**config.mk**
```make
export PLATFORM = sky130hd
export DESIGN_NAME = seg7_scroll_ctrl
export DESIGN_NICKNAME = d
export VERILOG_FILES = /design/src/rtl/seg7_scroll_ctrl.sv
export SDC_FILE = /design/constraint.sdc
export NUM_CORES = 1
export LEC_CHECK = 0
export BUFFER_PORTS_ARGS = -buffer_cell sky130_fd_sc_hd__buf_2
export CORE_MARGIN = 1
export CORE_UTILIZATION = 25
export CTS_BUF_LIST = sky130_fd_sc_hd__clkbuf_2
export DETAILED_ROUTE_END_ITERATION = 10
export SYNTH_ARGS = -nofsm -noshare
export SYNTH_HDL_FRONTEND = slang
export SYNTH_SLANG_ARGS = --single-unit
```
**constraint.sdc**
```tcl
create_clock -name clk -period 8.3 [get_ports clk]
set_input_delay 1.245 -clock clk [delete_from_list [all_inputs] [get_ports clk]]
set_output_delay 1.245 -clock clk [all_outputs]
set_load 0.1 [all_outputs]
```
**src/rtl/seg7_scroll_ctrl.sv**
```systemverilog
// Multiplexed seven-segment display controller with a writable message buffer.
// Runs entirely on clk: refresh and scroll timing come from clock-enable ticks,
// so no derived clocks exist. Supports static, scroll-left, scroll-right and
// blink modes. Segment and anode pins are active-low and registered.
module seg7_scroll_ctrl #(
    parameter int N_DIGITS    = 4,
    parameter int MSG_LEN     = 16,
    parameter int REFRESH_DIV = 100000,
    parameter int SCROLL_DIV  = 25000000,
    localparam int AW         = $clog2(MSG_LEN)
) (
    input  logic                clk,
    input  logic                rst,
    input  logic                en,
    input  logic [1:0]          mode,
    input  logic                wr_en,
    input  logic [AW-1:0]       wr_addr,
    input  logic [4:0]          wr_data,
    output logic [6:0]          seg_L,
    output logic [N_DIGITS-1:0] anode_L
);

    localparam int DW = $clog2(N_DIGITS);
    localparam int RW = $clog2(REFRESH_DIV);
    localparam int SW = $clog2(SCROLL_DIV);

    localparam logic [RW-1:0] REF_LAST = RW'(REFRESH_DIV - 1);
    localparam logic [SW-1:0] SCR_LAST = SW'(SCROLL_DIV - 1);
    localparam logic [DW-1:0] DIG_LAST = DW'(N_DIGITS - 1);
    localparam logic [AW-1:0] OFF_LAST = AW'(MSG_LEN - 1);

    localparam logic [6:0] SEG_BLANK = 7'h7F;

    localparam logic [1:0] MODE_STATIC = 2'b00;
    localparam logic [1:0] MODE_LEFT   = 2'b01;
    localparam logic [1:0] MODE_RIGHT  = 2'b10;
    localparam logic [1:0] MODE_BLINK  = 2'b11;

    logic [RW-1:0] ref_cnt;
    logic [SW-1:0] scr_cnt;
    logic          ref_tick;
    logic          scr_tick;
    logic [DW-1:0] digit;
    logic [AW-1:0] offset;
    logic          phase;
    logic [4:0]    msg_buf [MSG_LEN];
    logic [AW:0]   rd_sum;
    logic [AW-1:0] rd_idx;
    logic          wr_ok;

    // Character code to active-low {g,f,e,d,c,b,a}; 16 and 18-31 are blank.
    function automatic logic [6:0] glyph(input logic [4:0] code);
        logic [6:0] s;
        s = SEG_BLANK;
        case (code)
            5'd0:  s = 7'h40;
            5'd1:  s = 7'h79;
            5'd2:  s = 7'h24;
            5'd3:  s = 7'h30;
            5'd4:  s = 7'h19;
            5'd5:  s = 7'h12;
            5'd6:  s = 7'h02;
            5'd7:  s = 7'h78;
            5'd8:  s = 7'h00;
            5'd9:  s = 7'h10;
            5'd10: s = 7'h08;
            5'd11: s = 7'h03;
            5'd12: s = 7'h46;
            5'd13: s = 7'h21;
            5'd14: s = 7'h06;
            5'd15: s = 7'h0E;
            5'd17: s = 7'h3F;
            default: s = SEG_BLANK;
        endcase
        return s;
    endfunction

    assign ref_tick = (ref_cnt == REF_LAST);
    assign scr_tick = (scr_cnt == SCR_LAST);
    assign wr_ok    = wr_en && (int'(wr_addr) < MSG_LEN);

    // Free-running refresh and scroll dividers, independent of en and mode.
    always_ff @(posedge clk) begin
        if (rst) begin
            ref_cnt <= '0;
            scr_cnt <= '0;
        end else begin
            ref_cnt <= ref_tick ? '0 : ref_cnt + RW'(1);
            scr_cnt <= scr_tick ? '0 : scr_cnt + SW'(1);
        end
    end

    // Digit multiplexing index advances once per refresh tick.
    always_ff @(posedge clk) begin
        if (rst) begin
            digit <= '0;
        end else if (ref_tick) begin
            digit <= (digit == DIG_LAST) ? '0 : digit + DW'(1);
        end
    end

    // Scroll offset and blink phase move only on enabled scroll ticks, so a
    // mode change (including leaving blink while blanked) lands on the next tick.
    always_ff @(posedge clk) begin
        if (rst) begin
            offset <= '0;
            phase  <= 1'b0;
        end else if (scr_tick && en) begin
            case (mode)
                MODE_LEFT: begin
                    offset <= (offset == OFF_LAST) ? '0 : offset + AW'(1);
                    phase  <= 1'b0;
                end
                MODE_RIGHT: begin
                    offset <= (offset == '0) ? OFF_LAST : offset - AW'(1);
                    phase  <= 1'b0;
                end
                MODE_BLINK: begin
                    phase  <= ~phase;
                end
                default: begin
                    phase  <= 1'b0;
                end
            endcase
        end
    end

    // Message buffer: reset fills with blanks; reset wins over a concurrent write.
    always_ff @(posedge clk) begin
        if (rst) begin
            for (int i = 0; i < MSG_LEN; i++) begin
                msg_buf[i] <= 5'd16;
            end
        end else if (wr_ok) begin
            msg_buf[wr_addr] <= wr_data;
        end
    end

    // Buffer slot for the active digit: offset + (N_DIGITS-1-digit) mod MSG_LEN.
    // Both addends are below MSG_LEN, so one conditional subtract suffices.
    always_comb begin
        rd_sum = {1'b0, offset} + (AW+1)'(N_DIGITS - 1) - (AW+1)'(digit);
        if (rd_sum >= (AW+1)'(MSG_LEN)) begin
            rd_sum = rd_sum - (AW+1)'(MSG_LEN);
        end
        rd_idx = rd_sum[AW-1:0];
    end

    // Registered pin drive; blink-off phase blanks segments and all anodes.
    always_ff @(posedge clk) begin
        if (rst) begin
            seg_L   <= SEG_BLANK;
            anode_L <= '1;
        end else if (phase) begin
            seg_L   <= SEG_BLANK;
            anode_L <= '1;
        end else begin
            seg_L   <= glyph(msg_buf[rd_idx]);
            anode_L <= ~(N_DIGITS'(1) << digit);
        end
    end

endmodule

```
# == Yosys cells after proc, flatten, opt, wreduce, memory -nomap -nowiden ==
# Memory sizes are Yosys's and may differ from the RTL's. A register that Yosys moved wholly into a read port is not among the register bits.
# Cells that the tools add are included.
# W data, S select, Z words.
# word_totals
n_memories,2
rom_bits,224
ff_bits,53
out_inout_bits,11
ramBits,80
inputBits,15
elab_cells,49
# op_classes
addsub,8
shift,1
eq_ne,7
n_bitwise,2
n_mux,14
reduce_logical,8
order_cmp,1
# memory_table
name,words,word_bits,rd,rd_clocked_by_memory_dff,write_ports,line,text
(name not given),32,7,1,1,0,55,case (code)
msg_buf,16,5,1,0,16,46,logic [4:0] msg_buf [MSG_LEN];
# ops
op,count
$add A25 B1 Y25 const B,1
$eq A25 B25 Y1 const B,1
$add A17 B1 Y17 const B,1
$eq A17 B17 Y1 const B,1
$mux W4,4
$pmux W4 S2,1
$sub A4 B1 Y4 const B,2
$mux W1,7
$eq A2 B2 Y1 const B,3
$reduce_or A2 Y1,3
$add A4 B2 Y5 const B,1
$ge A5 B5 Y1 const B,1
$mux W5,1
$reduce_or A5 Y1,1
$sub A5 B2 Y5,1
$add A4 B1 Y4 const B,1
$eq A4 B4 Y1 const B,1
$logic_not A4 Y1,1
$not A4 Y4,1
$shl A1 B2 Y4 const A,1
$add A2 B1 Y2 const B,1
$eq A2 B1 Y1 const B,1
$mux W2,1
$reduce_and A2 Y1,1
3 further kinds,3

# == Longest topological paths before layout ==
# Gate-level depths: netlist of the first run.
# depth
ltp_word,5
depth_mapped,14
mapped_depth_nobuf,13

# == Worst setup path before layout of the first run ==
# OpenSTA, ideal clock, no wires.
# synth_path
path_kind,register -> register
from,register digit[1]
to,register seg_L[6]
stages_incl_launch_ff,14
arrival_ns,3.122
setup_time_ns,0.127
synth_period_minus_slack_ns,3.249
required_time_ns,8.173
n_path_buf,1
setup_slack_ns,5.051
cell_sequence,dfxtp_1 inv_1 ha_1 ha_1 fa_1 buf_2 mux4_2 mux2i_1 mux2i_1 inv_1 ha_1 mux2_4 a211oi_2 o21ai_2
# synth_via
elab_chain_len,4
elab_cells_between_ends,5
cone_classes,2 x add/sub; 1 x order compare; 1 x mux; 1 x memory
# synth_lines
item,line,text
start: declaration,43,logic [DW-1:0] digit;
start signal: assignment,98,digit <= (digit == DIG_LAST) ? '0 : digit + DW'(1);
$sub A5 B2 Y5 (*),142,"rd_sum = {1'b0, offset} + (AW+1)'(N_DIGITS - 1) - (AW+1)'(digit);"
$sub A4 B1 Y4 or $ge A5 B5 Y1 (tied branches),"144, 143",
$mux W4 (*),143,if (rd_sum >= (AW+1)'(MSG_LEN)) begin
$mem_v2 Z16 W5 (*),--,
end: declaration,19,"output logic [6:0] seg_L,"
# Mark *: on every way between the ends. The rest lies on a longest branch, timed or not.
# A chain may end at the register's enable or synchronous reset.

# == Worst setup path after layout of the first run ==
# Ends and elaborated chain as after synthesis.

==> metrics.txt, run 1 <==
status=finished, violations left; failing checks=design-rule violations; share of cells above drive strength 1=16.7%; #FFs+latches synth=140; Reg2Reg Launch Point=digit[1]$_SDFFE_PP0P_; Final Hold Fails=0; crit end category=register; crit path cell chain=inv_1, ha_1, ha_1, fa_1, mux4_2, mux4_2, ha_1, mux2_4, a211oi_2, o21ai_2; Area Overhead vs Synth=9.76%; Final min period=around 3800 ps; Cell Area, Synth=about 6700 sq um; Crit Path Category=register to register; setup tns final=0 ps; FFs w/ async S/R, synth=0%; Synthesized Nets=between 600 and 700; H-tree depth=4; critical path startpoint category=register; family with the most delay on the worst path=adder cells; register area=roughly 3600 sq um; CTS Buffer Depth=2; nets=640; DP HPWL=9.62 mm; hold crit path type=register to register; number of antenna violations at the first check in global routing=0; slowest library cell on the worst path=fa_1; # port buffers=25; Routed Antenna Nets=0; CP max stage delay=900 ps; dpl ws=approximately 4500 ps; die area=between 20000 and 30000 sq um; Max Cap Viol=0; Reg-to-Reg End=seg_L[6]$_SDFF_PP1_; Post-CTS Resized=0; largest cells by area after synthesis=edfxtp_1 36%, dfxtp_1 18%, and2_1 5.9%; Initial Util=25.7%; Tot GR Track Use=10.6%; Setup Viol. Count Final=0; vias in the first global route=4156; Via Count=4277; io pins=26; skew final=roughly 37 ps; largest net degree at the start of global routing=32; largest area contributor in the netlist=edfxtp_1; Pwr Density=169 nW/um^2; Post CTS Setup Buffer Count=0; DP Cell Count=roughly 920; Tightest Pin Transition=705 ps; Slew HR=52.7%; IR Drop Worst-Case VDD=72.3 uV; Leak=roughly 2.6 nW; chip width=166 um; Required @ worst endpoint=~8900 ps; most used cell along the critical path=ha_1; Post-Route Utilization=28.2%; Post-Syn Area per Cell=around 12 sq um; CTS clk-pin slew, worst paths=roughly 200 ps; hold_ws=459 ps; R2R depth=10; Core Rows=59; PnR worst setup slack=around 4500 ps; Avg WL per Cell=about 14 um; Netlist cell types=55; first-pass GRT wire length=22.7 mm; worst hold endpoint=ref_cnt[0]$_SDFF_PP0_; Post-synth top flop=edfxtp_1; reg2reg setup slack=between 4000 and 5000 ps; period utilisation layout=roughly 46%; root buf cell=clkbuf_2; RSZ-0062 raised after global routing=no; vias per cell=4.48; final std cells w/o fill=between 900 and 1000; area of the multi-input gates=2950 sq um; RD Place Congestion=0.769; sequential share of the synthesized area=around 53%; FILL cells=roughly 2800; area of the core=roughly 26000 sq um; FMAX=262 MHz; drt pass-1 iters=7; CTS tree=yes; Post-synth EDFFs=80; Post-Route WL=13.6 mm; top-count cell post-synth=edfxtp_1; Slew Limit Fails=0; Synth warnings=0; Syn Inst Count=583; total gr overflow=0; Synth top area share=35.6%; min-delay src=ref_cnt[0]$_SDFF_PP0_; DRC=2; Die H=166 um; hold buffers post-CTS=0; clock sink count=140; initial drt markers=212; later-pin clock latency in the skew report=730 ps; Worst EP arrival=4420 ps; TritonCTS buffer count=17; synth cell count leaders=80 x edfxtp_1, 65 x nor2_1, 64 x and2_1, 60 x dfxtp_1, 28 x nand2_1; critical path buffer and inverter count=1; Crit Path Max Fanout=15; hold path cells=1
flip-flops by register name, indices dropped and copies added, names as in the netlist:
| signal | count |
|---|---|
| digit | 2 |
| seg_L | 7 |
| anode_L | 4 |
| scr_cnt | 25 |
| phase | 1 |
| msg_buf | 80 |
| offset | 4 |
| ref_cnt | 17 |
power breakdown:
part / switching [mW] / internal [mW]
combinational: 0.0628 / 0.0302
clock: 0.275 / 0.113
sequential: 0.0119 / 0.760
layer usage:
layer	share of wire [%]	global-route usage, %	vias up
li1	-	-	2126
met2	46	16.5	67
met5	0	0	-
met3	3.7	3.05	12
met1	49	14.4	2072
met4	1.1	2.66	0
kinds of logic (layout without fill, tap and decap cells):
group,count (synthesis),after routing,share of synthesized area (%)
AOI/OAI and AO/OA,45,45,4.21
xor gates and xnor gates,35,35,4.66
adders and majority gates,20,20,3.82
buffers and inverters,41,76,2.80
DFF,140,140,53.4
muxes,31,31,9.22
other,0,1,0
and+or+nand+nor,271,271,21.9
layout make-up:
type                            count  area share (%)
Timing Repair Buffer               26            1.79
Clock buffer                       17            1.15
Sequential cell                   140            48.7
Tap cell                          335            5.66
Clock inverter                     15            1.89
Multi-Input combinational cell    402            39.9
Antenna cell                        1          0.0338
Inverter                           18           0.912
layout by cell type, fill, tap and decap left out, types with 2 or more instances in the layout:
cell	n
nand3_1	25
nor3_1	9
a21oi_1	18
edfxtp_1	80
o211ai_1	4
nor4_1	3
o21ai_0	7
nand2_1	28
inv_1	18
nand3_2	2
or3_1	19
ha_1	19
buf_2	25
or2_2	16
inv_6	5
nand2b_1	12
xnor2_1	12
or4_1	2
a21o_1	2
clkbuf_2	17
clkinvlp_4	3
mux4_1	7
mux2i_1	7
and2_1	64
nor2_1	65
mux2_4	2
nor2b_1	2
o21ai_1	4
and3_1	5
xor2_1	22
nand4_1	8
clkinv_4	4
dfxtp_1	60
mux4_2	15
stage by stage:
step | power (mW) | cell area (sq um)
finish | 1.25 | 7400
global route | 1.31 | 7400
CTS | 1.27 | 7400
detailed placement | 0.882 | 7180
global placement | 0.880 | 7180
floorplan | 0.851 | 6750
worst max path at each step:
stage / start / cells past startpoint / slack (ps) / endpoint
3_5_place_dp: digit[1]$_SDFFE_PP0P_ / 10 / 4520 / seg_L[6]$_SDFF_PP1_
3_3_place_gp: digit[1]$_SDFFE_PP0P_ / 10 / 4580 / seg_L[6]$_SDFF_PP1_
4_1_cts: digit[1]$_SDFFE_PP0P_ / 10 / 4490 / seg_L[6]$_SDFF_PP1_
5_1_grt: digit[1]$_SDFFE_PP0P_ / 12 / 4270 / seg_L[6]$_SDFF_PP1_
2_1_floorplan: digit[1]$_SDFFE_PP0P_ / 13 / 5050 / seg_L[6]$_SDFF_PP1_
6_report: digit[1]$_SDFFE_PP0P_ / 10 / 4490 / seg_L[6]$_SDFF_PP1_
Note: power is estimated with default switching activity, not from simulation.
==> inputs of run 2 (changes only) <==
Clock period 8.3 ns to 3.99 ns, I/O delays scaled along.
==> metrics.txt, run 2 (synthesized netlist as in run 1, its figures left out) <==
met3 GRT Util=3.15% (+0.095 points); root buf cell=clkbuf_2; vias in the first global route=4203 (+1.1%); setup tns final=0 ps (unchanged); clock sink count=140 (unchanged); nets=644 (+0.63%); CP max stage delay=880 ps (-20 ps); hold crit path type=input port to register; Initial Util=25.7% (unchanged); Tightest Pin Transition=643 ps (-62.1 ps); # diodes=0 (-1); critical path startpoint category=register; # port buffers=25 (unchanged); area of the core=26300 sq um (unchanged); most frequent cells in the layout=80 x edfxtp_1, 65 x nor2_1, 64 x and2_1; vias per cell=4.41 (-1.5%); Largest Register=msg_buf; Post-Route WL=13.4 mm (-1.1%); io pins=26 (unchanged); period utilisation layout=94.2% (+48 points); max reg flops=80 (unchanged); Pwr Total=2.57 mW (+100%); share of cells above drive strength 1=17.4% (+0.70 points); chip width=166 um (unchanged); IR Drop Worst-Case VDD=235 uV (+220%); Required @ worst endpoint=4580 ps (-4330 ps); Worst EP arrival=4350 ps (-70 ps); CTS clk-pin slew, worst paths=240 ps (+40 ps); Avg WL per Cell=14.0 um (-1.4%); Tot GR Track Use=10.3% (-0.31 points); Post-CTS Resized=0 (unchanged); FMAX=266 MHz (+1.4%); crit path cell chain=inv_1, ha_1, ha_1, fa_1, mux4_2, mux4_2, ha_1, mux2_4, a211oi_2, o21ai_2; drt pass-1 iters=7 (unchanged); Final Hold Fails=0 (unchanged); DRC=1 (-1); die area=27600 sq um (unchanged); RD Place Congestion=0.753 (-2.1%); Pwr Density=346 nW/um^2 (+100%); first-pass GRT wire length=22.2 mm (-1.8%); Top Registers=msg_buf x80, scr_cnt x25, ref_cnt x17; slowest library cell on the worst path=fa_1; CTS tree=yes; crit end category=register; met1 GRT Util=13.7% (-0.66 points); met2 global-route usage=16.4% (-0.11 points); Slew HR=56.8% (+4.2 points); DP HPWL=9.71 mm (+1.0%); Max Cap Viol=0 (unchanged); most common cell after layout, fill and taps aside=edfxtp_1; Crit Path Category=register to register; Slew Limit Fails=0 (unchanged); Post-DP Area=7210 sq um (+0.42%); Via Count=4225 (-1.2%); CTS Buffer Depth=2 (unchanged); hold buffers post-CTS=0 (unchanged); TritonCTS buffer count=17 (unchanged); Setup Viol. Count Final=0 (unchanged); initial drt markers=215 (+1.4%); number of antenna violations at the first check in global routing=0 (unchanged); final instance area=7420 sq um (+0.22%); total gr overflow=0 (unchanged); failing checks=design-rule violations; skew final=32.6 ps (-3.96 ps); Leak=2.62 nW (+0.81%); Final min period=3760 ps (-53.5 ps); gr busiest metal=met2; later-pin clock latency in the skew report=700 ps (-30 ps); status=finished, violations left; Post CTS Setup Buffer Count=0 (unchanged); most used cell along the critical path=ha_1; Area Overhead vs Synth=10.0%; Crit Path Max Fanout=15 (unchanged); hold_ws=356 ps (-103 ps); Core Rows=59 (unchanged); Die H=166 um (unchanged); largest net degree at the start of global routing=30 (-6.3%); RSZ-0062 raised after global routing=no; Routed Antenna Nets=0 (unchanged); H-tree depth=4 (unchanged)
==> run 2: final cells by class <==
type	count	area [sq um]
Clock buffer	17	85.1
Clock inverter	15	129
Fill cell	2717	18900
Inverter	18	67.6
Multi-Input combinational cell	402	2950
Sequential cell	140	3600
Tap cell	335	419
Timing Repair Buffer	30	163
==> run 2: per-stage QoR <==
| stage | setup WS (ps) | std cells | util (%) |
|---|---|---|---|
| 2_1_floorplan | 741 | 583 | - |
| 3_3_place_gp | 274 | 925 | 27.4 |
| 3_5_place_dp | 228 | 925 | 27.4 |
| 4_1_cts | 198 | 957 | 28.2 |
| 5_1_grt | 16.3 | 957 | 28.2 |
| 6_report | 230 | 957 | 28.2 |
==> run 2: path summary, 6_finish.rpt <==
path	slack, ps	start	cells past startpoint	to
worst min register to register	480	ref_cnt[0]$_SDFF_PP0_	1	ref_cnt[0]$_SDFF_PP0_
worst min-delay path	360	wr_addr[0]	3	msg_buf[12][4]$_SDFFCE_PN1P_
worst max register to register	230	digit[1]$_SDFFE_PP0P_	10	seg_L[6]$_SDFF_PP1_
worst max-delay path	230	digit[1]$_SDFFE_PP0P_	10	seg_L[6]$_SDFF_PP1_
==> run 2: worst max-delay path, delay by kind of cell (launching register included) <==
family,cells,cell delay (ps)
DFF,1,410
buffers and inverters,1,90
adders and majority gates,4,1630
muxes,3,1230
AOI/OAI and AO/OA,2,310
==> run 2: power by group <==
part,total (mW),internal (mW),switching (mW)
clock network,0.768,0.186,0.582
registers,1.61,1.58,0.0249
logic,0.193,0.0640,0.129
==> run 2: routing by layer <==
metal | routed length (um) | up-vias
li1 | - | 2123
met1 | 6540 | 2028
met3 | 545 | 6
met2 | 6270 | 68
met4 | 78 | 0
met5 | 0 | -
